`config.mk`:
```
export PLATFORM = sky130hd
export DESIGN_NAME = vga_timing_gen_flat
export DESIGN_NICKNAME = d
export VERILOG_FILES = /design/src/rtl/vga_pkg.sv /design/src/rtl/vga_timing_gen_if.sv /design/src/rtl/vga_timing_gen.sv /design/src/flat_wrapper.sv
export SDC_FILE = /design/constraint.sdc
export NUM_CORES = 1
export LEC_CHECK = 0
export CORE_MARGIN = 2
export CORE_UTILIZATION = 50
export CTS_BUF_LIST = sky130_fd_sc_hd__clkbuf_4 sky130_fd_sc_hd__clkbuf_8
export DETAILED_ROUTE_END_ITERATION = 12
export GPL_TIMING_DRIVEN = 0
export HOLD_SLACK_MARGIN = 0.15
export PLACE_DENSITY = 0.81
export SLEW_MARGIN = 0
export SYNTH_ARGS = -nofsm -noshare
export SYNTH_HDL_FRONTEND = slang
export SYNTH_SLANG_ARGS = --single-unit
```
`constraint.sdc`:
```
create_clock -name clk -period 2.7 [get_ports clk]
set_input_delay 0.27 -clock clk [delete_from_list [all_inputs] [get_ports clk]]
set_output_delay 0.27 -clock clk [all_outputs]
set_load 0.03 [all_outputs]
```
`src/rtl/vga_pkg.sv`:
```
// vga_pkg: shared constants and types for the VGA timing block.
// Holds the 1024x768@60 (65 MHz pixel clock) timing defaults and the
// counter type used by vga_timing_gen and the vga_bus interface.
package vga_pkg;

    localparam int unsigned CNT_W = 11;
    localparam int unsigned RGB_W = 12;

    typedef logic [CNT_W-1:0] cnt_t;
    typedef logic [RGB_W-1:0] rgb_t;

    // 1024x768@60 defaults
    localparam int unsigned H_VISIBLE_DEF    = 1024;
    localparam int unsigned H_SYNC_START_DEF = 1048;
    localparam int unsigned H_SYNC_END_DEF   = 1184;
    localparam int unsigned H_TOTAL_DEF      = 1344;
    localparam int unsigned V_VISIBLE_DEF    = 768;
    localparam int unsigned V_SYNC_START_DEF = 771;
    localparam int unsigned V_SYNC_END_DEF   = 777;
    localparam int unsigned V_TOTAL_DEF      = 806;

endpackage

```
`src/rtl/vga_timing_gen_if.sv`:
```
// vga_bus: pixel position plus sync/blank/colour fields produced by the
// timing generator.
//   hcount, vcount : 11-bit pixel/line position
//   hsync, vsync   : active-high sync
//   hblnk, vblnk   : high outside the visible area
//   rgb            : 12-bit colour
// Modports: master drives every field, slave observes them.
interface vga_bus;
    import vga_pkg::*;

    cnt_t hcount;
    cnt_t vcount;
    logic hsync;
    logic hblnk;
    logic vsync;
    logic vblnk;
    rgb_t rgb;

    modport master (
        output hcount, vcount, hsync, hblnk, vsync, vblnk, rgb
    );

    modport slave (
        input hcount, vcount, hsync, hblnk, vsync, vblnk, rgb
    );

endinterface

```
`src/rtl/vga_timing_gen.sv`:
```
// vga_timing_gen: VGA horizontal/vertical timing generator.
// Ports:
//   clk         : pixel clock
//   rst         : synchronous active-high reset
//   bus_out     : vga_bus master (counts, syncs, blanks, rgb), all registered
//   frame_start : one-cycle strobe while bus_out shows (0,0) after a frame wrap
// Build option: define VGA_TIMING_TEST_PATTERN_EN to drive a colour bar
// pattern on rgb in the visible area; otherwise rgb is tied to 0.
module vga_timing_gen
    import vga_pkg::*;
#(
    parameter int unsigned H_VISIBLE    = H_VISIBLE_DEF,
    parameter int unsigned H_TOTAL      = H_TOTAL_DEF,
    parameter int unsigned H_SYNC_START = H_SYNC_START_DEF,
    parameter int unsigned H_SYNC_END   = H_SYNC_END_DEF,
    parameter int unsigned V_VISIBLE    = V_VISIBLE_DEF,
    parameter int unsigned V_TOTAL      = V_TOTAL_DEF,
    parameter int unsigned V_SYNC_START = V_SYNC_START_DEF,
    parameter int unsigned V_SYNC_END   = V_SYNC_END_DEF
) (
    input  logic   clk,
    input  logic   rst,
    vga_bus.master bus_out,
    output logic   frame_start
);

    localparam cnt_t HVis   = cnt_t'(H_VISIBLE);
    localparam cnt_t HLast  = cnt_t'(H_TOTAL - 1);
    localparam cnt_t HSyncS = cnt_t'(H_SYNC_START);
    localparam cnt_t HSyncE = cnt_t'(H_SYNC_END);
    localparam cnt_t VVis   = cnt_t'(V_VISIBLE);
    localparam cnt_t VLast  = cnt_t'(V_TOTAL - 1);
    localparam cnt_t VSyncS = cnt_t'(V_SYNC_START);
    localparam cnt_t VSyncE = cnt_t'(V_SYNC_END);

    cnt_t hcount_q, hcount_d;
    cnt_t vcount_q, vcount_d;
    logic hsync_q, hsync_d;
    logic hblnk_q, hblnk_d;
    logic vsync_q, vsync_d;
    logic vblnk_q, vblnk_d;
    logic frame_start_q, frame_start_d;
    logic h_last, v_last;

    // Decode from the next counter values so every registered field
    // describes the same position as the registered counters.
    always_comb begin
        h_last   = (hcount_q == HLast);
        v_last   = (vcount_q == VLast);
        hcount_d = h_last ? '0 : hcount_q + cnt_t'(1);
        vcount_d = vcount_q;
        if (h_last) begin
            vcount_d = v_last ? '0 : vcount_q + cnt_t'(1);
        end
        hblnk_d       = (hcount_d >= HVis);
        vblnk_d       = (vcount_d >= VVis);
        hsync_d       = (hcount_d >= HSyncS) && (hcount_d < HSyncE);
        vsync_d       = (vcount_d >= VSyncS) && (vcount_d < VSyncE);
        // Only a genuine wrap raises the strobe; the post-reset (0,0) does not.
        frame_start_d = h_last && v_last;
    end

    always_ff @(posedge clk) begin
        if (rst) begin
            hcount_q      <= '0;
            vcount_q      <= '0;
            hsync_q       <= 1'b0;
            hblnk_q       <= 1'b0;
            vsync_q       <= 1'b0;
            vblnk_q       <= 1'b0;
            frame_start_q <= 1'b0;
        end else begin
            hcount_q      <= hcount_d;
            vcount_q      <= vcount_d;
            hsync_q       <= hsync_d;
            hblnk_q       <= hblnk_d;
            vsync_q       <= vsync_d;
            vblnk_q       <= vblnk_d;
            frame_start_q <= frame_start_d;
        end
    end

`ifdef VGA_TIMING_TEST_PATTERN_EN
    rgb_t rgb_q, rgb_d;

    always_comb begin
        rgb_d = '0;
        if (!hblnk_d && !vblnk_d) begin
            rgb_d = {hcount_d[7:4], vcount_d[7:4], 4'hF};
        end
    end

    always_ff @(posedge clk) begin
        if (rst) begin
            rgb_q <= '0;
        end else begin
            rgb_q <= rgb_d;
        end
    end

    assign bus_out.rgb = rgb_q;
`else
    assign bus_out.rgb = '0;
`endif

    assign bus_out.hcount = hcount_q;
    assign bus_out.vcount = vcount_q;
    assign bus_out.hsync  = hsync_q;
    assign bus_out.hblnk  = hblnk_q;
    assign bus_out.vsync  = vsync_q;
    assign bus_out.vblnk  = vblnk_q;
    assign frame_start    = frame_start_q;

endmodule

```
`src/flat_wrapper.sv`:
```
// flat-port wrapper written by rule: the top's interface ports become plain ports
module vga_timing_gen_flat import vga_pkg::*;
#(
    parameter int unsigned H_VISIBLE    = H_VISIBLE_DEF,
    parameter int unsigned H_TOTAL      = H_TOTAL_DEF,
    parameter int unsigned H_SYNC_START = H_SYNC_START_DEF,
    parameter int unsigned H_SYNC_END   = H_SYNC_END_DEF,
    parameter int unsigned V_VISIBLE    = V_VISIBLE_DEF,
    parameter int unsigned V_TOTAL      = V_TOTAL_DEF,
    parameter int unsigned V_SYNC_START = V_SYNC_START_DEF,
    parameter int unsigned V_SYNC_END   = V_SYNC_END_DEF
)
  (clk, rst, frame_start, bus_out_hcount, bus_out_vcount, bus_out_hsync, bus_out_hblnk, bus_out_vsync, bus_out_vblnk, bus_out_rgb);
  vga_bus bus_out_i ();
  input  logic clk;
  input  logic rst;
  output logic frame_start;
  output wire logic [$bits(bus_out_i.hcount)-1:0] bus_out_hcount;
  output wire logic [$bits(bus_out_i.vcount)-1:0] bus_out_vcount;
  output wire logic [$bits(bus_out_i.hsync)-1:0] bus_out_hsync;
  output wire logic [$bits(bus_out_i.hblnk)-1:0] bus_out_hblnk;
  output wire logic [$bits(bus_out_i.vsync)-1:0] bus_out_vsync;
  output wire logic [$bits(bus_out_i.vblnk)-1:0] bus_out_vblnk;
  output wire logic [$bits(bus_out_i.rgb)-1:0] bus_out_rgb;
  assign bus_out_hcount = bus_out_i.hcount;
  assign bus_out_vcount = bus_out_i.vcount;
  assign bus_out_hsync = bus_out_i.hsync;
  assign bus_out_hblnk = bus_out_i.hblnk;
  assign bus_out_vsync = bus_out_i.vsync;
  assign bus_out_vblnk = bus_out_i.vblnk;
  assign bus_out_rgb = bus_out_i.rgb;
  vga_timing_gen #(.H_VISIBLE(H_VISIBLE), .H_TOTAL(H_TOTAL), .H_SYNC_START(H_SYNC_START), .H_SYNC_END(H_SYNC_END), .V_VISIBLE(V_VISIBLE), .V_TOTAL(V_TOTAL), .V_SYNC_START(V_SYNC_START), .V_SYNC_END(V_SYNC_END)) u_core (.clk(clk), .rst(rst), .bus_out(bus_out_i), .frame_start(frame_start));
endmodule
```
# Yosys cells after proc, flatten, opt, wreduce, memory -nomap -nowiden
# Cells that the tools add are included.
word_totals:
  reg_bits: 27
  input_bits: 2
  output_inout_bits: 39
  elab_cells: 23
op_classes:
  add_sub_neg: 2
  order_cmp: 6
  eq_ne: 2
  mux: 3
  reduce_logical: 3
ops:
  columns: ["operator", "count"]
  rows:
  - ["2-to-1 mux 11 bit", 3]
  - ["adder 11 x 1 -> 11 bit (second input constant)", 2]
  - ["greater-or-equal comparator 11 x 10 -> 1 bit (second input constant)", 2]
  - ["greater-or-equal comparator 11 bit (second input constant)", 2]
  - ["== test 11 x 10 -> 1 bit (second input constant)", 1]
  - ["== test 11 bit (second input constant)", 1]
  - ["< comparator 11 x 10 -> 1 bit (second input constant)", 1]
  - ["< comparator 11 bit (second input constant)", 1]
  - ["logical AND 1 bit", 3]

# Depth between registers and ports, before layout
logic_depth:
  ltp_word: 5
  mapped_depth: 8
  mapped_depth_nobuf: 8

# Worst setup path before layout
# No wires, ideal clock.
synth_path:
  path_type: "register to register"
  from: "register u_core.hcount_q[0] (netlist: u_core.bus_out.hcount[0])"
  to: "register u_core.vsync_q (netlist: u_core.bus_out.vsync)"
  setup_ns: 0.103
  arrival_ns: 2.126
  required_time_ns: 2.597
  setup_slack_ns: 0.471
  path_stages_with_launch: 9
  n_path_buf: 1
  synth_period_minus_slack_ns: 2.229
  cell_sequence: "dfxtp_1 ha_1 and3_4 and4_4 buf_6 nand4_1 xor2_1 o2111ai_1 a2111oi_2"
synth_between:
  elab_chain_cells: 4
  elab_cells_between_ends: 5
  cone_classes: "order compare (2); eq/ne (1); mux (1); reduce/logical (1)"
synth_lines:
  columns: ["element", "line", "text"]
  rows:
  - ["from (decl)", "vga_timing_gen.sv:36", "cnt_t hcount_q, hcount_d;"]
  - ["from (signal assigned)", "vga_timing_gen.sv:73", "hcount_q <= hcount_d;"]
  - ["== test 11 bit (*)", "vga_timing_gen.sv:48", "h_last = (hcount_q == HLast);"]
  - ["2-to-1 mux 11 bit (*)", "vga_timing_gen.sv:52", "if (h_last) begin"]
  - ["greater-or-equal comparator 11 x 10 -> 1 bit or < comparator 11 x 10 -> 1 bit (tied branches)", "vga_timing_gen.sv:58", "vsync_d = (vcount_d >= VSyncS) && (vcount_d < VSyncE);"]
  - ["logical AND 1 bit (*)", "vga_timing_gen.sv:58", null]
  - ["to (signal assigned)", "vga_timing_gen.sv:77", "vsync_q <= vsync_d;"]
  - ["to (decl)", "vga_timing_gen.sv:40", "logic vsync_q, vsync_d;"]
# Mark *: on every way between the ends. The rest lies on a longest branch, timed or not.
# A chain may end at the register's enable or synchronous reset.

# Worst setup path after layout
layout_path:
  from: "register u_core.vcount_q[0] (netlist: u_core.bus_out.vcount[0])"
  to: "register u_core.vsync_q (netlist: u_core.bus_out.vsync)"
layout_between:
  elab_chain_cells: 5
  elab_cells_between_ends: 7
  cone_classes: "add/sub (1); order compare (2); eq/ne (1); mux (2); reduce/logical (1)"
layout_lines:
  columns: ["element", "line", "text"]
  rows:
  - ["from (decl)", "vga_timing_gen.sv:37", "cnt_t vcount_q, vcount_d;"]
  - ["from (signal assigned)", "vga_timing_gen.sv:74", "vcount_q <= vcount_d;"]
  - ["adder 11 x 1 -> 11 bit or == test 11 x 10 -> 1 bit (tied branches)", "vga_timing_gen.sv:53, vga_timing_gen.sv:49", null]
  - ["2-to-1 mux 11 bit", "vga_timing_gen.sv:53", "vcount_d = v_last ? '0 : vcount_q + cnt_t'(1);"]
  - ["2-to-1 mux 11 bit (*)", "vga_timing_gen.sv:52", null]
  - ["greater-or-equal comparator 11 x 10 -> 1 bit or < comparator 11 x 10 -> 1 bit (tied branches)", "vga_timing_gen.sv:58", null]
  - ["logical AND 1 bit (*)", "vga_timing_gen.sv:58", null]
# Marked as above.

==> qor.yml <==
post-cts-setup-buffers: 0
irDropWorstVdd_mv: 0.1967
grt_pass1_wl_um: 5934
crit_arrival_ps: 2540
hold-worst-slack_ps: 489.2
antenna_left: 0
worstMarginPinSlew_ps: 525.9
drive_gt1_share_pct: 18.38
synth_ff_type: "dfxtp_1"
cts_hold_buf: 0
endpoint_kind: "flop"
overflow: 0
ys_async_sr_fraction_pct: 0
synth_top_cell_by_area: "dfxtp_1"
status: "finished clean"
clock.fmax_mhz: 435.6
yosys_warnings: 0
hold_path_startpoint: "u_core.bus_out.hcount[0]$_SDFF_PP0_"
placed_area_um2: 2033
reg2reg_from: "u_core.bus_out.vcount[0]$_SDFF_PP0_"
cts_tree: "done"
diodes: 0
antenna_found_initial: 0
fin_nets: 240
design_area_um2: 2061
min_period_ps: 2295
p_int_mw: 0.4830
rows: 20
first_pass_iters: 4
yosysMostFrequentCell: "dfxtp_1"
swShare_pct: 26.37
fin_crit_sh_pct: 85.02
clock_path_buffers: 2
drc: 0
startpoint: "u_core.bus_out.vcount[0]$_SDFF_PP0_"
gp_congestion: 0.9102
pwr-share-comb_pct: 10.5
fp.dieW_um: 61.56
dpl.hpwl_um: 2679
viasPerCell: 5.457
max_slew_margin_pct: 64.94
port_buffers: 28
core_area_um2: 3103
drt_wl_total_um: 3606
setup_violations: 0
grt_use_total_pct: 20.63
leakagePower_nw: 0.7683
dieHeight_um: 61.56
finalPower_mw: 0.6560
ys_top_cells_by_count: "27 x dfxtp_1, 19 x nor2_1, 17 x nand2_1"
die-area_um2: 3790
vias: 1517
tns_ps: 0
finalHoldViolCount: 0
ys_types: 60
avgSynthCellArea_um2: 8.673
critPathMaxStageDelay_ps: 520
clkPwrFrac_pct: 27.4
rsz0062_at_grt: "false"
cp_max_fo: 10
switching_power_mw: 0.1730
cp_cell_sequence: "ha_1, nor4bb_1, and4b_1, nand2b_1, o2111a_1, o2111ai_1, a2111oi_2"
cts_buffers: 3
ys_ff_latch: 27
synth_enable_flop_cells: 0
clk_latency_ps: 330
hold_path.class: "reg -> reg"
num_io_pins: 41
yosysTopAreaCellShare_pct: 32.63
detail_route.iter0.violations: 78
power_per_cell_area_nw_per_um2: 318.3
wl_per_cell_um: 12.97
fin_skew_ps: 3.948
drv_cap: 0
area_growth_pct: 24.40
grt_pass1_vias: 1369
numClockSinks: 27
synthTopCellsByArea: "dfxtp_1 33%, buf_4 7.3%, nor2_1 4.3%"
startpoint_type: "flop"
initial_core_util_pct: 53.39
required_ps: 2940
root_buffer: "clkbuf_4"
pwr-share-seq_pct: 62.0
cts.reportedPaths.clkPinSlew_ps: 150
grt_max_degree: 16
syn_inst: 191
crit_type: "reg -> reg"
synthesis.area_um2: 1657
cts_resized: 0
yosysSeqAreaShare_pct: 32.63
slew_viol_final: 0
cts_max_level: 1
cpMaxStageDelayCell: "dfxtp_1"
## registers in the layout (all words and copies together), names as in the netlist
| signal | cells |
|---|---|
| u_core.bus_out.hcount | 11 |
| u_core.bus_out.vcount | 11 |
| u_core.bus_out.hblnk | 1 |
| u_core.bus_out.hsync | 1 |
| u_core.bus_out.vblnk | 1 |
| u_core.bus_out.vsync | 1 |
| u_core.frame_start | 1 |
## layout make-up
type	instances	area, um2
sequential	27	540.5
inverter	5	18.77
clock buffer	3	22.52
buffer	22	165.2
timing repair buffer	28	280.3
fill	288	1042
tap	44	55.05
clock inverter	1	5.005
multi-input combinational	148	973.4
## placed cells by master (no fill, tap or decap), drive strengths merged, types with 6 or more instances in the layout
| cell | count |
|---|---|
| a21oi | 8 |
| buf | 19 |
| clkbuf | 6 |
| clkdlybuf4s50 | 28 |
| conb | 12 |
| dfxtp | 27 |
| nand2 | 17 |
| nand3 | 7 |
| nor2 | 19 |
| nor3 | 6 |
| o21ai | 7 |
| or3 | 7 |
| xnor2 | 6 |
| xor2 | 6 |
## per-stage QoR
stage	setup slack [ps]	std cells	util [%]
after floorplan	470.9	202	-
after global placement	448.8	274	65.52
after detailed placement	498.5	274	65.52
after CTS	460.6	278	66.41
after global routing	262.3	278	66.41
final	404.5	278	66.41
## critical path: cells and delay by family (launching register included)
family / cells / cell delay, ps
adders and majority gates: 1 / 200
DFF: 1 / 520
AOI/OAI and AO/OA: 3 / 700
and+or+nand+nor: 3 / 790
## power by group through the flow
stage | combinational, mW | sequential [mW] | clock, mW
after floorplan | 0.0466 | 0.422 | 0
after global placement | 0.0673 | 0.416 | 0
after detailed placement | 0.0682 | 0.416 | 0
after CTS | 0.0685 | 0.407 | 0.184
after global routing | 0.0743 | 0.408 | 0.200
final | 0.0691 | 0.407 | 0.180
## kinds of logic after synthesis
kind of cell	synth area share, %
buffers and inverters	11.10
other	0.2264
XOR/XNOR	6.344
AND/OR/NAND/NOR	30.59
AO/OA/AOI/OAI	16.84
flip-flops	32.63
adder cells (fa/ha/maj)	2.266
## final timing paths
| kind | endpoint | slack, ps | cells past startpoint |
|---|---|---|---|
| worst max-delay path | u_core.bus_out.vsync$_SDFF_PP0_ | 400 | 7 |
| worst min-delay path | u_core.bus_out.hcount[0]$_SDFF_PP0_ | 490 | 1 |
| worst max register to register | u_core.bus_out.vsync$_SDFF_PP0_ | 400 | 7 |
| worst min register to register | u_core.bus_out.hcount[0]$_SDFF_PP0_ | 490 | 1 |
## layer usage
| metal | routed length (um) | track usage, % | part of all wire, % | vias up |
|---|---|---|---|---|
| li1 | - | - | - | 756 |
| met1 | 1636 | 26.77 | 45 | 709 |
| met3 | 166 | 2.101 | 4.6 | 6 |
| met4 | 50 | 7.903 | 1.4 | 0 |
| met5 | 0 | 0 | 0 | - |
| met2 | 1753 | 35.19 | 49 | 46 |
Note: power is estimated with default switching activity, not from simulation.
==> edit (config.mk and constraints unchanged) <==
Set the package constant `RGB_W` to 16 (it was 12).
--- a/src/rtl/vga_pkg.sv
+++ b/src/rtl/vga_pkg.sv
@@ -4,7 +4,7 @@
 package vga_pkg;
 
     localparam int unsigned CNT_W = 11;
-    localparam int unsigned RGB_W = 12;
+    localparam int unsigned RGB_W = 16;
 
     typedef logic [CNT_W-1:0] cnt_t;
     typedef logic [RGB_W-1:0] rgb_t;
Interface: changed (resized bus_out_rgb); port bits go from 41 to 45. No check against the original RTL was run, so the function may have changed too.
==> edit against the original RTL <==
Core utilization down 2.2 points. Final area up 2.3%. Sequential cell count unchanged. Wire length down 7.8%. Area after synthesis up 1.8%. Via count down 0.99%. Power down 0.25%. Setup slack better by 0.040 ns. Critical endpoint unchanged. Highest routed layer unchanged.
==> edit: results (changes against the original RTL) <==
drt:
  avgViaCountPerCell: 5.215  # -4.4%
  drt-initial-drc-count: 84  # +7.7%
  drt_wl_total_mm: 3.323  # -7.8%
  first_pass_iters: 4  # unchanged
logic_synthesis:
  ys_types: 60  # unchanged
  ys_seq_area_frac: 0.3205  # -0.005809
  yosys_warnings: 0  # unchanged
  async_flop_share: 0  # unchanged
  synth_area_leaders: "dfxtp_1 32%, buf_4 8.9%, nor2_1 4.2%"
  synth_common_cells: "27 x dfxtp_1, 20 x buf_4, 19 x nor2_1"
final_layout:
  multi_input_gates: 152  # +2.7%
  final_nets: 248  # +3.3%
  nFillCells: 299  # +3.8%
  multi_input_area_um2: 988.4  # +1.5%
  antennaDiodeCount: 0  # unchanged
  clk_share: 0.01306  # -0.0003012
  final-nonclk-buf-share: 0.2255  # +0.009369
  drive_gt1_frac: 0.1942  # +0.01045
  inv_count: 5  # unchanged
  n_all_buffers: 54  # +8.0%
  seq_share: 0.2564  # -0.005915
place:
  post-place-ws_ns: 0.4423  # -0.05623 ns
  numPortBuffers: 28  # unchanged
  place_congestion: 0.8917  # -2.0%
  dp_hpwl_mm: 2.515  # -6.1%
clock_tree:
  clk_latency_ns: 0.31  # -0.02 ns
  root_buffer: "clkbuf_4"
  cts_setup_buffers: 0  # unchanged
  numClockSinks: 27  # unchanged
  clk_pin_slew_ns: 0.14
  cts_made_buffers: 3  # unchanged
  cts-htree-levels: 1  # unchanged
  cts_buffer_depth: 2  # unchanged
  post_cts_resized: 0  # unchanged
global_route:
  grt_use_total: 0.1875  # -0.01877
  antenna_found_initial: 0  # unchanged
  grt_pass1_vias: 1243  # -9.2%
  grt_max_degree: 16  # unchanged
  grt_first_pass_wirelength_mm: 5.451  # -8.1%
hold_path:
  hp-class: "flop to flop"
timing:
  tightestPinTransition_ns: 0.5333  # +0.007376 ns
  fin_skew_ns: 0.006530  # +0.002582 ns
pwr:
  ir_drop_mv: 0.1955  # -0.59%
  leakagePower_nw: 0.8031  # +4.5%
setup_path:
  path_max_fanout: 10  # unchanged
  cp.arrival_ns: 2.48  # -0.06 ns
run_status:
  status: "finished, final reports clean"
==> edit: per-stage QoR <==
stage          area (um^2)  std cells
2_1_floorplan         1743        210
3_3_place_gp          2081        284
3_5_place_dp          2081        284
4_1_cts               2108        288
5_1_grt               2108        288
6_report              2108        288
==> edit: final timing paths <==
| path | startpoint | end | slack, ns | depth (start not counted) |
|---|---|---|---|---|
| worst min-delay path | u_core.bus_out.hcount[0] | u_core.bus_out.hcount[0] | 0.50 | 1 |
| worst max register to register | u_core.bus_out.vcount[0] | u_core.bus_out.vsync | 0.44 | 7 |
| worst min register to register | u_core.bus_out.hcount[0] | u_core.bus_out.hcount[0] | 0.50 | 1 |
| worst max-delay path | u_core.bus_out.vcount[0] | u_core.bus_out.vsync | 0.44 | 7 |
==> edit: where the power goes <==
part | leakage [nW] | switching (W) | total (W) | internal [W]
sequential | 0.218 | 0.00000461 | 0.000407 | 0.000402
combinational | 0.567 | 0.0000513 | 0.0000798 | 0.0000284
clock | 0.0177 | 0.000112 | 0.000168 | 0.0000553
total | 0.803 | 0.000168 | 0.000654 | 0.000486
==> edit: cells by family (layout without fill, tap and decap cells) <==
family          after synthesis  in the layout  share of synthesized area
simple gates                 85             85                     0.3005
fa+ha+maj                     3              3                    0.02226
xor+xnor                     12             12                    0.06231
compound gates               36             36                     0.1654
flops                        27             27                     0.3205
other cells                   1             16                   0.002223
buf+inv                      31             63                     0.1269
==> edit: layer usage <==
layer / global-route usage / wire length, um
met1: 0.2503 / 1519
met2: 0.3155 / 1647
met3: 0.02484 / 123
met4: 0.05471 / 33
met5: 0 / 0
==> edit: worst max-delay path, stage by stage, from the launching register on <==
cell and delay [ns]:
dfxtp_1 0.52, ha_1 0.19, nor4bb_1 0.20, and4b_1 0.31, nand2b_1 0.26, o31a_2 0.21, o2111ai_1 0.15, a2111oi_2 0.34
